**config.mk**
```make
export PLATFORM = sky130hd
export DESIGN_NAME = io_bus_master
export DESIGN_NICKNAME = d
export VERILOG_FILES = /design/src/rtl/io_bus_master.sv
export SDC_FILE = /design/constraint.sdc
export NUM_CORES = 1
export LEC_CHECK = 0
export CORE_MARGIN = 8
export CORE_UTILIZATION = 43
export CTS_BUF_LIST = sky130_fd_sc_hd__clkbuf_8
export CTS_CLUSTER_DIAMETER = 50
export CTS_CLUSTER_SIZE = 30
export DETAILED_ROUTE_END_ITERATION = 8
export PLACE_DENSITY = 0.77
export SYNTH_ARGS = -nofsm -noshare
export SYNTH_HDL_FRONTEND = slang
export SYNTH_SLANG_ARGS = --single-unit
```
**constraint.sdc**
```tcl
create_clock -name clk -period 1.7 [get_ports clk]
set_input_delay 0.425 -clock clk [delete_from_list [all_inputs] [get_ports clk]]
set_output_delay 0.425 -clock clk [all_outputs]
set_load 0.005 [all_outputs]
```
**src/rtl/io_bus_master.sv**
```systemverilog
// CPU-side initiator for the 8-bit IO port bus: sequences setup, strobe and hold
// phases for one load/store at a time and returns read data with an ack pulse.
module io_bus_master #(
  parameter int unsigned SETUP_CYC  = 1,
  parameter int unsigned STROBE_CYC = 2,
  parameter int unsigned HOLD_CYC   = 1
) (
  input  logic       clk,
  input  logic       rst_n,
  input  logic       req,
  input  logic       req_we,
  input  logic [7:0] req_addr,
  input  logic [7:0] req_wdata,
  output logic       busy,
  output logic       ack,
  output logic       err,
  output logic [7:0] rdata,
  output logic [7:0] bus_addr,
  output logic [7:0] bus_wdata,
  output logic       bus_re,
  output logic       bus_we,
  input  logic [7:0] bus_rdata
);

  localparam int unsigned DW = 8;
  localparam int unsigned CW = 4;

  localparam logic [2:0] IDLE   = 3'd0;
  localparam logic [2:0] SETUP  = 3'd1;
  localparam logic [2:0] STROBE = 3'd2;
  localparam logic [2:0] HOLD   = 3'd3;
  localparam logic [2:0] DONE   = 3'd4;

  localparam logic [CW-1:0] SETUP_LOAD  = CW'(SETUP_CYC - 1);
  localparam logic [CW-1:0] STROBE_LOAD = CW'(STROBE_CYC - 1);
  localparam logic [CW-1:0] HOLD_LOAD   = (HOLD_CYC > 0) ? CW'(HOLD_CYC - 1) : '0;

  logic [2:0]    state, state_n;
  logic [CW-1:0] cnt, cnt_n;
  logic          we_q, we_n;
  logic [DW-1:0] cap_q, cap_n;
  logic          busy_n, ack_n, err_n, re_n, wen_n;
  logic [DW-1:0] rdata_n, addr_n, wdata_n;
  logic          done_hit;

  // State and all output registers
  always_ff @(posedge clk or negedge rst_n) begin
    if (!rst_n) begin
      state     <= IDLE;
      cnt       <= '0;
      we_q      <= 1'b0;
      cap_q     <= '0;
      busy      <= 1'b0;
      ack       <= 1'b0;
      err       <= 1'b0;
      rdata     <= '0;
      bus_addr  <= '0;
      bus_wdata <= '0;
      bus_re    <= 1'b0;
      bus_we    <= 1'b0;
    end else begin
      state     <= state_n;
      cnt       <= cnt_n;
      we_q      <= we_n;
      cap_q     <= cap_n;
      busy      <= busy_n;
      ack       <= ack_n;
      err       <= err_n;
      rdata     <= rdata_n;
      bus_addr  <= addr_n;
      bus_wdata <= wdata_n;
      bus_re    <= re_n;
      bus_we    <= wen_n;
    end
  end

  // Next-state and next-output logic; strobes default low so they drop on phase exit
  always_comb begin
    state_n  = state;
    cnt_n    = cnt;
    we_n     = we_q;
    cap_n    = cap_q;
    busy_n   = busy;
    ack_n    = 1'b0;
    err_n    = err;
    rdata_n  = rdata;
    addr_n   = bus_addr;
    wdata_n  = bus_wdata;
    re_n     = 1'b0;
    wen_n    = 1'b0;
    done_hit = 1'b0;

    case (state)
      IDLE: begin
        if (req) begin
          addr_n  = req_addr;
          wdata_n = req_wdata;
          we_n    = req_we;
          if (|req_addr[7:3]) begin
            state_n = DONE;
            ack_n   = 1'b1;
            err_n   = 1'b1;
            rdata_n = '0;
            busy_n  = 1'b0;
          end else begin
            state_n = SETUP;
            cnt_n   = SETUP_LOAD;
            busy_n  = 1'b1;
          end
        end
      end
      SETUP: begin
        if (cnt == '0) begin
          state_n = STROBE;
          cnt_n   = STROBE_LOAD;
          re_n    = ~we_q;
          wen_n   = we_q;
        end else begin
          cnt_n = cnt - CW'(1);
        end
      end
      STROBE: begin
        if (cnt == '0) begin
          if (!we_q) cap_n = bus_rdata;
          if (HOLD_CYC > 0) begin
            state_n = HOLD;
            cnt_n   = HOLD_LOAD;
          end else begin
            done_hit = 1'b1;
          end
        end else begin
          cnt_n = cnt - CW'(1);
          re_n  = ~we_q;
          wen_n = we_q;
        end
      end
      HOLD: begin
        if (cnt == '0) done_hit = 1'b1;
        else           cnt_n = cnt - CW'(1);
      end
      DONE: begin
        state_n = IDLE;
      end
      default: begin
        state_n = IDLE;
      end
    endcase

    // Completion of an in-range access; capture value may arrive on this same edge
    if (done_hit) begin
      state_n = DONE;
      ack_n   = 1'b1;
      busy_n  = 1'b0;
      err_n   = 1'b0;
      rdata_n = we_q ? '0 : cap_n;
    end
  end

endmodule

```
Word level (Yosys, flattened, before mapping) --
Cells that the tools add are included.
Storage, ports and cells: bits in registers 45, input bits 28, logic and storage cells 76
Operators by class: add/subtract/negate cells 1, eq/ne operators 10, multiplexer cells 40, bitwise operators 1, reduce and logical (&&, ||, !) cells 12
Operators with widths (number):
- two-way mux 8 bit | 8
- two-way mux 4 bit | 5
- two-way mux 1 bit | 18
- case mux 4 bit (4 select lines) | 1
- two-way mux 3 bit | 5
- case mux 3 bit (4 select lines) | 1
- inequality test 3 bit, second input constant | 3
- inequality test 2 bit, second input constant | 4
- AND reduction 4 bit | 2
- == test 3 x 2 -> 1 bit, second input constant | 2
- nonzero test 2 bit | 3
- OR reduction 5 bit | 1
- zero test 4 bit | 1
- case mux 1 bit (2 select lines) | 2
- AND reduction 2 bit | 2
- nonzero test 4 bit | 1
- subtractor 4 x 1 -> 4 bit, second input constant | 1
- == test 3 x 1 -> 1 bit, second input constant | 1
- zero test 3 bit | 1
- AND reduction 3 bit | 1
- NOT 1 bit | 1

Longest topological paths before layout --
Gate-level depths: netlist (run 1).
depth after elaboration 5, depth in mapped cells 7, mapped depth without buffers 6

Worst setup path after synthesis (run 1) --
OpenSTA, ideal clock, no wires.
path kind flip-flop to flip-flop, from reg cnt[0], to reg rdata[7], setup time 0.122 ns, data arrival time 1.734 ns, data required time 1.578 ns, path slack -0.155 ns, stages on the path, launching flop included 7, path buffers 0, period minus slack after synthesis 1.855 ns, cell sequence dfrtp_1 inv_1 ha_1 nor3b_2 nand4b_2 mux2_2 a32o_1
Between the ends: word-level cells in the longest chain between the ends 5
Ends and longest elaborated chain:
- start, declared | RTL line 39 | logic [CW-1:0] cnt, cnt_n;
- start signal, assigned | RTL line 63 | cnt <= cnt_n;
- zero test 4 bit | RTL line 123 | if (cnt == '0) begin
- two-way mux 8 bit | RTL line 123
- two-way mux 8 bit | RTL line 93 | case (state)
- via cap_n[7] | RTL line 41 | logic [DW-1:0] cap_q, cap_n;
- two-way mux 8 bit | RTL line 155 | rdata_n = we_q ? '0 : cap_n;
- two-way mux 8 bit | RTL line 150 | if (done_hit) begin
- end signal, assigned | RTL line 69 | rdata <= rdata_n;
- end, declared | RTL line 17 | output logic [7:0] rdata,
The timed path passes the listed nets, and every way through them passes these cells. A chain may end at the register's enable or synchronous reset.

Worst setup path in the final report (run 1) --
from reg cnt[0], to reg rdata[6]
Between the ends: word-level cells in the longest chain between the ends 5
Ends and longest elaborated chain (RTL line):
- zero test 4 bit (*) | 123, 138
- two-way mux 1 bit / two-way mux 8 bit (equally long branches) | 138, 123
- two-way mux 1 bit / two-way mux 8 bit (equally long branches)
- nonzero test 2 bit (no source line) / two-way mux 8 bit (equally long branches)
- AND reduction 3 bit (no source line) / two-way mux 8 bit (equally long branches)
Every way passes the cells marked *; elsewhere a longest branch is shown, timed or not.

==> summary.md, run 1 <==
| Metric | Value |
|---|---|
| Synthesis-to-layout area growth | `50.0%` |
| Min Tclk post-route | `roughly 1.8 ns` |
| Syn Area/Cell | `13.6 um^2` |
| Arr. time, crit path | `2.03 ns` |
| Post-Route Utilization | `approximately two thirds` |
| TritonCTS clock tree | `done` |
| Core Box Area | `around 4300 um^2` |
| Tot GR Track Use | `approximately 14%` |
| Post-synth cell types | `35` |
| DR WL met3 | `roughly 450 um` |
| Synth warn | `0` |
| Die ar. | `between 6000 and 7000 um^2` |
| Post-Synthesis Cells | `136` |
| Max Cap Viol | `0` |
| Initial DRC Count | `62` |
| Met1 wire length | `1.74 mm` |
| Total wire length | `roughly 4.4 mm` |
| Initial antenna violation count | `0` |
| Failing checks | `setup timing` |
| Highest metal used | `met4` |
| CTS buffer count | `5` |
| Slowest stage delay, CP | `~0.38 ns` |
| Count leader, synth | `dfrtp_1` |
| Clock Tree Root | `clkbuf_8` |
| Critical path peak fanout | `11` |
| Synthesized area | `1850 um^2` |
| Critical Path RT | `1.88 ns` |
| Clk buf depth | `2` |
| Slew @ Worst Pin | `0.462 ns` |
| Crit-path slowest cell | `dfrtp_1` |
| Net Count, Synth | `about 170` |
| Power per cell area | `around 1500 nW/um^2` |
| First-pass GRT wire length | `slightly above 7 mm` |
| Leading area contributor after synthesis | `dfrtp_1` |
| Number of global-route vias before repair | `between 1500 and 2000` |
| Slew margin rel. | `69.2%` |
| Routed via count | `between 1000 and 1500` |
| Initial Util | `a little over two fifths` |
| Die width | `between 80 and 90 um` |
| Setup Total Neg Slack | `-1.07 ns` |
| Share of post-route cells with drive strength above 1 | `32.7%` |
| Post-DR vias/cell | `~5.2` |
| Final Skew | `about 0.0095 ns` |
| Initial DRT Pass Iterations | `4` |
| Final Cycle Share | `109%` |
| Leading cell types by total area after synthesis | `dfrtp_1 61%, mux2_2 16%, a32o_1 4.3%` |
| Startpoint Class | `flop` |
| Grt ovf | `0` |
| Max frequency | `between 0.5 and 0.6 GHz` |
| Routability Congestion | `roughly 0.90` |
| RR Startpoint | `cnt[0]$_DFFE_PN0P_` |
| Synth top area share | `between 60 and 70%` |
| Synth cell count leaders | `45 x dfrtp_1, 26 x mux2_2, 8 x a32o_1, 6 x inv_1, 5 x nor2_1` |
| Static leakage | `around 1.2 nW` |
| # rows | `24` |
| Crit-path cells | `inv_1, ha_2, nor3b_4, buf_4, nand3_2, a21o_1, buf_12, a32o_1` |
| Met2 WL post-DR | `2.12 mm` |
| Async set or reset register ratio after synthesis | `100%` |
| Post-CTS Hold Buffers | `0` |
| Die H | `a little over 80 um` |
| Number of synthesized register bits | `45` |
| Worst skew pair latency | `around 0.30 ns` |
| Largest net degree at the start of global routing | `29` |
| FILL cells | `roughly 330` |
| Slew Viols, Final | `0` |
| Mean routed wirelength per cell | `between 15 and 20 um` |
| H-tree levels | `2` |
| Detail Route Antenna Nets | `0` |
| Total power | `0.00414 W` |
| RSZ-0062 raised after global routing | `true` |
| Final hold violations | `0` |
| CP Class | `reg2reg` |
| Worst min path class | `in2async` |
| Hpwl dp | `around 3.3 mm` |
| Maximum vdd drop | `~0.93 mV` |
| Antenna cells | `0` |
| Most used DFF post-synth | `dfrtp_1` |
| Critical path capture point type | `flop` |
| NumNets Final | `~240` |
| Post-synth EDFFs | `0` |
| Final setup fails | `10` |
| CTS clk-pin slew, worst paths | `roughly 0.09 ns` |
| CP Launch Point | `cnt[0]$_DFFE_PN0P_` |
| Status | `complete, but fails checks` |
| Final WS setup | `-0.145 ns` |
| Sequential element share of the synthesized area | `60.9%` |
| I/O Buffers | `56` |
| Top Ports | `between 50 and 60` |
| CTS sink count | `45` |
| DRC errors left | `0` |
## cell families after synthesis
group,synth area share [%]
flip-flops,60.9
multiplexers,16.4
AND/OR/NAND/NOR,8.45
AO/OA/AOI/OAI,10.3
buffers and inverters,2.84
XOR/XNOR,0.473
adder cells (fa/ha/maj),0.676
## per-layer routing
layer	track usage, %	vias to the layer above
met5	0	-
met4	6.67	0
met3	6.67	9
met2	21.3	56
met1	15.7	688
li1	-	642
## cells in the final DEF (no fill, tap or decap), types with 2 or more instances in the layout
cell type	count
a21o_1	3
a32o_1	8
buf_12	2
buf_4	19
clkbuf_2	3
clkbuf_8	5
clkdlybuf4s50_1	51
dfrtp_1	45
inv_1	7
mux2_2	25
nand2_1	3
nand2b_1	2
nor2_1	5
nor2b_1	2
nor3_1	2
o21ai_1	3
or3_1	2
## critical path, delay by kind of cell, from the launching register on
kind	cells	cell delay, ns
AOI/OAI and AO/OA	2	0.42
adders and majority gates	1	0.17
buffers and inverters	3	0.38
DFF	1	0.38
and+or+nand+nor	2	0.38
## timing repair
item,4_1_cts,5_1_grt
pin swaps,5,7
setup endpoints to repair,17,18
endpoints found under the hold margin,0,0
gates resized for setup,8,16
setup buffers,1,2
## power breakdown
group | total (W) | leakage (nW) | internal, W | switching, W
combinational | 0.00169 | 0.618 | 0.00107 | 0.000628
sequential | 0.00166 | 0.557 | 0.00144 | 0.000217
clock | 0.000790 | 0.0595 | 0.000435 | 0.000355
total | 0.00414 | 1.23 | 0.00294 | 0.00120
## sequential cells by signal, summed over array words and instances (netlist names)
register	flops
bus_we	1
rdata	8
cap_q	8
bus_re	1
bus_wdata	8
ack	1
cnt	4
err	1
state	3
bus_addr	8
we_q	1
busy	1
## final timing paths
path,to,slack [ns],cells past startpoint
max,rdata[6]$_DFFE_PN0P_,-0.14,8
min,state[0]$_DFFE_PN0P_,0.05,1
max reg2reg,rdata[6]$_DFFE_PN0P_,-0.14,8
min reg2reg,err$_DFFE_PN0P_,0.50,1
max in group asynchronous,rdata[6]$_DFFE_PN0P_,1.17,2
min in group clk,bus_addr[3]$_DFFE_PN0P_,0.36,2
## per-stage QoR
step / setup slack, ns / cell area (um^2) / std cells / hold WS, ns
6_report: -0.145 / 2780 / 266 / 0.0506
5_1_grt: -0.256 / 2780 / 266 / 0.0779
4_1_cts: -0.166 / 2740 / 264 / 0.0543
3_5_place_dp: -0.637 / 2620 / 255 / 0.382
3_3_place_gp: -0.574 / 2620 / 255 / 0.374
2_1_floorplan: -0.146 / 1870 / 136 / 0.129
## cell type report
| cell class | instances | area (um^2) | area share (%) |
|---|---|---|---|
| repair buffers | 77 | 724 | 26.1 |
| inverters | 6 | 22.5 | 0.811 |
| clock buffers | 5 | 68.8 | 2.48 |
| clock inverters | 3 | 42.5 | 1.53 |
| flip-flops and latches | 45 | 1130 | 40.6 |
| well taps | 52 | 65.1 | 2.34 |
| multi-input cells | 78 | 727 | 26.2 |
Power figures use the tool's default switching activity.
==> inputs of run 2 (changes only) <==
--- a/config.mk
+++ b/config.mk
@@ -5,6 +5,7 @@
 export SDC_FILE = /design/constraint.sdc
 export NUM_CORES = 1
 export LEC_CHECK = 0
+export CORE_ASPECT_RATIO = 1.5
 export CORE_MARGIN = 8
 export CORE_UTILIZATION = 43
 export CTS_BUF_LIST = sky130_fd_sc_hd__clkbuf_8
==> summary.md, run 2 (same netlist as run 1, synthesis figures left out) <==
| Metric | Value |
|---|---|
| Worst skew pair latency | `around 0.29 ns` |
| Worst min path class | `in2async` |
| Most common cell after layout, fill and taps aside | `clkdlybuf4s50_1` |
| Critical path capture point type | `flop` |
| TritonCTS clock tree | `done` |
| Routed via count | `roughly 1400` |
| # rows | `29` |
| Die width | `around 70 um` |
| Clock Tree Root | `clkbuf_8` |
| CTS sink count | `45` |
| Final Skew | `0.00714 ns` |
| Sequential Power Share | `40.8%` |
| Comb pwr share | `between 40% and 50%` |
| FILL cells | `326` |
| Fin Hold WS | `roughly 0.10 ns` |
| Total wire length | `between 4 and 5 mm` |
| Antenna cells | `0` |
| Pint | `between 0.002 and 0.003 W` |
| Sw Ratio | `29.7%` |
| Slew @ Worst Pin | `between 0.5 and 0.6 ns` |
| Mean routed wirelength per cell | `18.2 um` |
| DRC errors left | `0` |
| CTS buffer count | `5` |
| Most frequent cells in the layout | `51 x clkdlybuf4s50_1, 45 x dfrtp_1, 26 x mux2_2, 14 x buf_4, 8 x a32o_1` |
| Slew Viols, Final | `0` |
| Max frequency | `around 0.54 GHz` |
| Critical Path RT | `1.89 ns` |
| Die ar. | `6700 um^2` |
| Post-DR vias/cell | `5.40` |
| RSZ-0062 raised after global routing | `true` |
| Crit-path leading delay family | `flip-flops` |
| Final hold violations | `0` |
| Initial DRC Count | `55` |
| Grt ovf | `0` |
| Crit-path cells | `inv_1, ha_2, nor3b_4, buf_6, nand4b_4, mux2_2, a32o_1` |
| Status | `complete, but fails checks` |
| Detail Route Antenna Nets | `0` |
| Final Cycle Share | `109%` |
| CTS clk-pin slew, worst paths | `~0.080 ns` |
| Met1 usage | `a little over an eighth` |
| Initial DRT Pass Iterations | `4` |
| Slew margin rel. | `between 60% and 70%` |
| Core Box Area | `roughly 4200 um^2` |
| Failing checks | `setup timing` |
| Top Ports | `57` |
| Register area | `around 1100 um^2` |
| Arr. time, crit path | `around 2.0 ns` |
| Die H | `a little under 100 um` |
| Slowest stage delay, CP | `around 0.38 ns` |
| Clock power frac | `between 15 and 20%` |
| Static leakage | `1.23 nW` |
| Net Switching | `approximately 0.0012 W` |
| H-tree levels | `2` |
| Grt peak-use layer | `met2` |
| I/O Buffers | `56` |
| Synthesis-to-layout area growth | `50.2%` |
| First-pass GRT wire length | `7.51 mm` |
| Post-route insts no fill | `260` |
| Met3 usage | `5.47%` |
| Max Cap Viol | `0` |
| Number of global-route vias before repair | `roughly 1600` |
| Placed Cells | `~250` |
| Largest net degree at the start of global routing | `25` |
| Crit-path slowest cell | `dfrtp_1` |
| Maximum vdd drop | `around 1 mV` |
| Dpl ws | `-0.593 ns` |
| Hpwl dp | `between 3 and 4 mm` |
| Startpoint Class | `flop` |
| Final setup fails | `11` |
| Final WS setup | `-0.145 ns` |
| Share of post-route cells with drive strength above 1 | `roughly 30%` |
| NumNets Final | `around 240` |
| CP Class | `reg2reg` |
| Critical path peak fanout | `8` |
| Multi-input gate area in the final layout | `729 um^2` |
| M2 GR Usage | `about a quarter` |
| Initial antenna violation count | `0` |
| Routability Congestion | `between 0.7 and 0.8` |
| Power per cell area | `around 1500 nW/um^2` |
| CP Buf/Inv Count | `2` |
| Tot GR Track Use | `14.2%` |
| Min Tclk post-route | `1.84 ns` |
| Clk buf depth | `2` |
| Initial Util | `44.3%` |
==> run 2: cell types whose count changed in the layout (fill, tap and decap cells not counted), moves of 2 or more <==
cell	change
o21ai_1	-2
buf_4	-5
clkdlybuf4s15_1	+3
clkbuf_2	-3
buf_6	+6
o21ai_0	+2
==> run 2: through the flow <==
| step | total power [W] | utilization [%] | TNS [ns] | instance area (um^2) |
|---|---|---|---|---|
| floorplan | 0.00235 | - | -0.515 | 1870 |
| global placement | 0.00317 | 62.3 | -10.88 | 2600 |
| detailed placement | 0.00326 | 62.3 | -12.03 | 2600 |
| CTS | 0.00412 | 66.9 | -1.89 | 2790 |
| global route | 0.00432 | 66.6 | -2.44 | 2780 |
| finish | 0.00407 | 66.6 | -1.22 | 2780 |
==> run 2: cell type report <==
class	instances	area share (%)
flip-flops and latches	45	40.5
clock buffers	6	2.97
multi-input cells	78	26.2
well taps	46	2.07
repair buffers	78	27.3
clock inverters	1	0.135
inverters	6	0.810
==> run 2: worst paths after layout <==
kind	startpoint	end	slack, ns	cells after the start
worst max-delay path	cnt[1]$_DFFE_PN0P_	rdata[7]$_DFFE_PN0P_	-0.14	7
worst min-delay path	rst_n	cnt[0]$_DFFE_PN0P_	0.10	1
worst max register to register	cnt[1]$_DFFE_PN0P_	rdata[7]$_DFFE_PN0P_	-0.14	7
worst min register to register	rdata[0]$_DFFE_PN0P_	rdata[0]$_DFFE_PN0P_	0.50	1
max in group asynchronous	rst_n	bus_addr[2]$_DFFE_PN0P_	1.09	2
min in group clk	req_addr[6]	bus_addr[6]$_DFFE_PN0P_	0.49	2
==> run 2: repair_timing <==
item / 4_1_cts / 5_1_grt
pin swaps: 9 / 7
endpoints found under the setup margin: 27 / 17
buffers inserted: 7 / 2
hold buffers: 0 / 0
gates resized for setup: 15 / 8
gates cloned: 1 / 0
==> run 2: metal layers <==
metal	share of wire (%)	vias to the layer above
met1	37	694
met5	0	-
li1	-	645
met4	2.7	0
met2	54	53
met3	7.0	11
==> run 2: power groups by stage <==
stage / sequential (W) / combinational [W] / clock [W]
finish: 0.00166 / 0.00176 / 0.000647
global route: 0.00171 / 0.00191 / 0.000698
detailed placement: 0.00168 / 0.00158 / 0
CTS: 0.00166 / 0.00179 / 0.000668
floorplan: 0.00164 / 0.000710 / 0
global placement: 0.00165 / 0.00152 / 0
==> RTL change (settings of run 1) <==
The localparam `CW` goes from 4 to 3.
--- a/src/rtl/io_bus_master.sv
+++ b/src/rtl/io_bus_master.sv
@@ -25,3 +25,3 @@
   localparam int unsigned DW = 8;
-  localparam int unsigned CW = 4;
+  localparam int unsigned CW = 3;
 
Check against the original RTL: no difference found for any inputs over 10 cycles, from zero or initial values and one cycle with rst_n low; that may be too few to reach the edited logic, so the function may still have changed.
==> RTL change against run 1 <==
Design area fell by 4.9%; wire length fell by 3.9%; synthesized area decreased by 0.20%; highest routed layer unchanged; largest cell class unchanged; sequential cell count is 1 lower; setup slack better by 190 ps; core utilization down 2.8 points.
Power is not compared: it rests on default switching activity, and its combinational part moved more than twofold at a synthesized area within 25%.
==> RTL change: results (changes against run 1) <==
[outcome]
outcome=completed  ; was finished, violations left

[grt]
grt_max_degree=45  ; was 29
grt_pass1_vias=1483  ; was 1522
track_usage=0.138  ; about the same
grt_pass1_wl_um=7100  ; was 7160 µm

[detailed_routing]
drt_iter0_drc=96  ; was 62
postRouteWirelength_um=4230  ; was 4400 µm
routed-via-count=1315  ; was 1395
wl_per_cell_um=16.5  ; about the same

[placement]
dp_slack_ps=-418  ; was -637 ps
dp_hpwl_um=3240  ; was 3350 µm
gp_congestion=0.848  ; was 0.901
dp.cells=247  ; was 255
dpl_cell_area_um2=2540  ; was 2620 µm²

[synthesis]
yosysSeqAreaShare=0.596  ; was 0.609
synth_common_cells=dfrtp_1, mux2_2, a32o_1, inv_1, nor2_1  ; unchanged
synth_fp_nets=164  ; was 165
synth.distinct_cells=37  ; was 35
synth_area_per_cell_um2=13.8  ; was 13.6 µm²
ys_top_cells_by_area=dfrtp_1, mux2_2, a32o_1  ; unchanged
synthFlopType=dfrtp_1  ; unchanged

[cells_and_area]
layout-drive-gt1-share=0.260  ; was 0.327
nFillCells=324  ; was 331

[critical_path]
cpPeakStageDelay_ps=460  ; was 380 ps
regToRegSetupSlack_ps=110  ; was -140 ps
crit_path_top_delay_cell=or4_4  ; was dfrtp_1
r2r-start=state[2]$_DFFE_PN0P_  ; was cnt[0]$_DFFE_PN0P_
cp_max_fo=4  ; was 11
worst-endpoint-arrival_ps=1830  ; was 2030 ps
worstSetupStartpoint=req_addr[5]  ; was cnt[0]$_DFFE_PN0P_

[timing]
setup_ws_ps=49.2  ; was -145 ps
tightest_slew_ps=531  ; was 462 ps
whs_ps=184  ; was 50.6 ps
finalClockSkew_ps=5.38  ; was 9.54 ps

## RTL change: logic make-up after synthesis
logic type / count (synthesis) / share of synthesized area
DFF: 44 / 0.596
adders and majority gates: 2 / 0.0135
muxes: 26 / 0.158
and+or+nand+nor: 27 / 0.0928
xor gates and xnor gates: 1 / 0.00474
buffers and inverters: 13 / 0.0346
AOI/OAI and AO/OA: 21 / 0.100
## RTL change: path summary, 6_finish.rpt
check | end | cells past startpoint
worst min-delay path | bus_wdata[0]$_DFFE_PN0P_ | 2
min in group clk | rdata[1]$_DFFE_PN0P_ | 1
worst max-delay path | cnt[1]$_DFFE_PN0P_ | 4
worst min register to register | rdata[1]$_DFFE_PN0P_ | 1
worst max register to register | bus_addr[1]$_DFFE_PN0P_ | 3
max in group asynchronous | err$_DFFE_PN0P_ | 2
## RTL change: per-layer routing
metal / GRT usage / share of wire / up-vias
met1: 0.153 / 0.41 / 645
met2: 0.234 / 0.51 / 38
met3: 0.0624 / 0.075 / 5
li1: - / - / 627
met4: 0.0375 / 0.010 / 0
met5: 0 / 0 / -
## RTL change: power by group through the flow
stage	combinational (mW)	clock [mW]	sequential, mW
floorplan	0.299	0	1.26
detailed placement	0.651	0	1.27
CTS	0.653	0.637	1.25
global route	0.711	0.704	1.27
global placement	0.632	0	1.26
finish	0.648	0.609	1.25
## RTL change: final cells by class
type	count	area (µm²)	area share
repair buffers	70	669	0.254
inverters	5	18.8	0.00711
clock buffers	5	68.8	0.0261
flip-flops and latches	44	1100	0.417
clock inverters	3	16.3	0.00616
well taps	52	65.1	0.0246
multi-input cells	77	701	0.265
## RTL change: what timing repair did
action                                  in CTS  in global routing
resized for setup                            3                  4
pin swaps                                    2                  0
endpoints found under the setup margin      11                 19
setup buffers                                1                  0
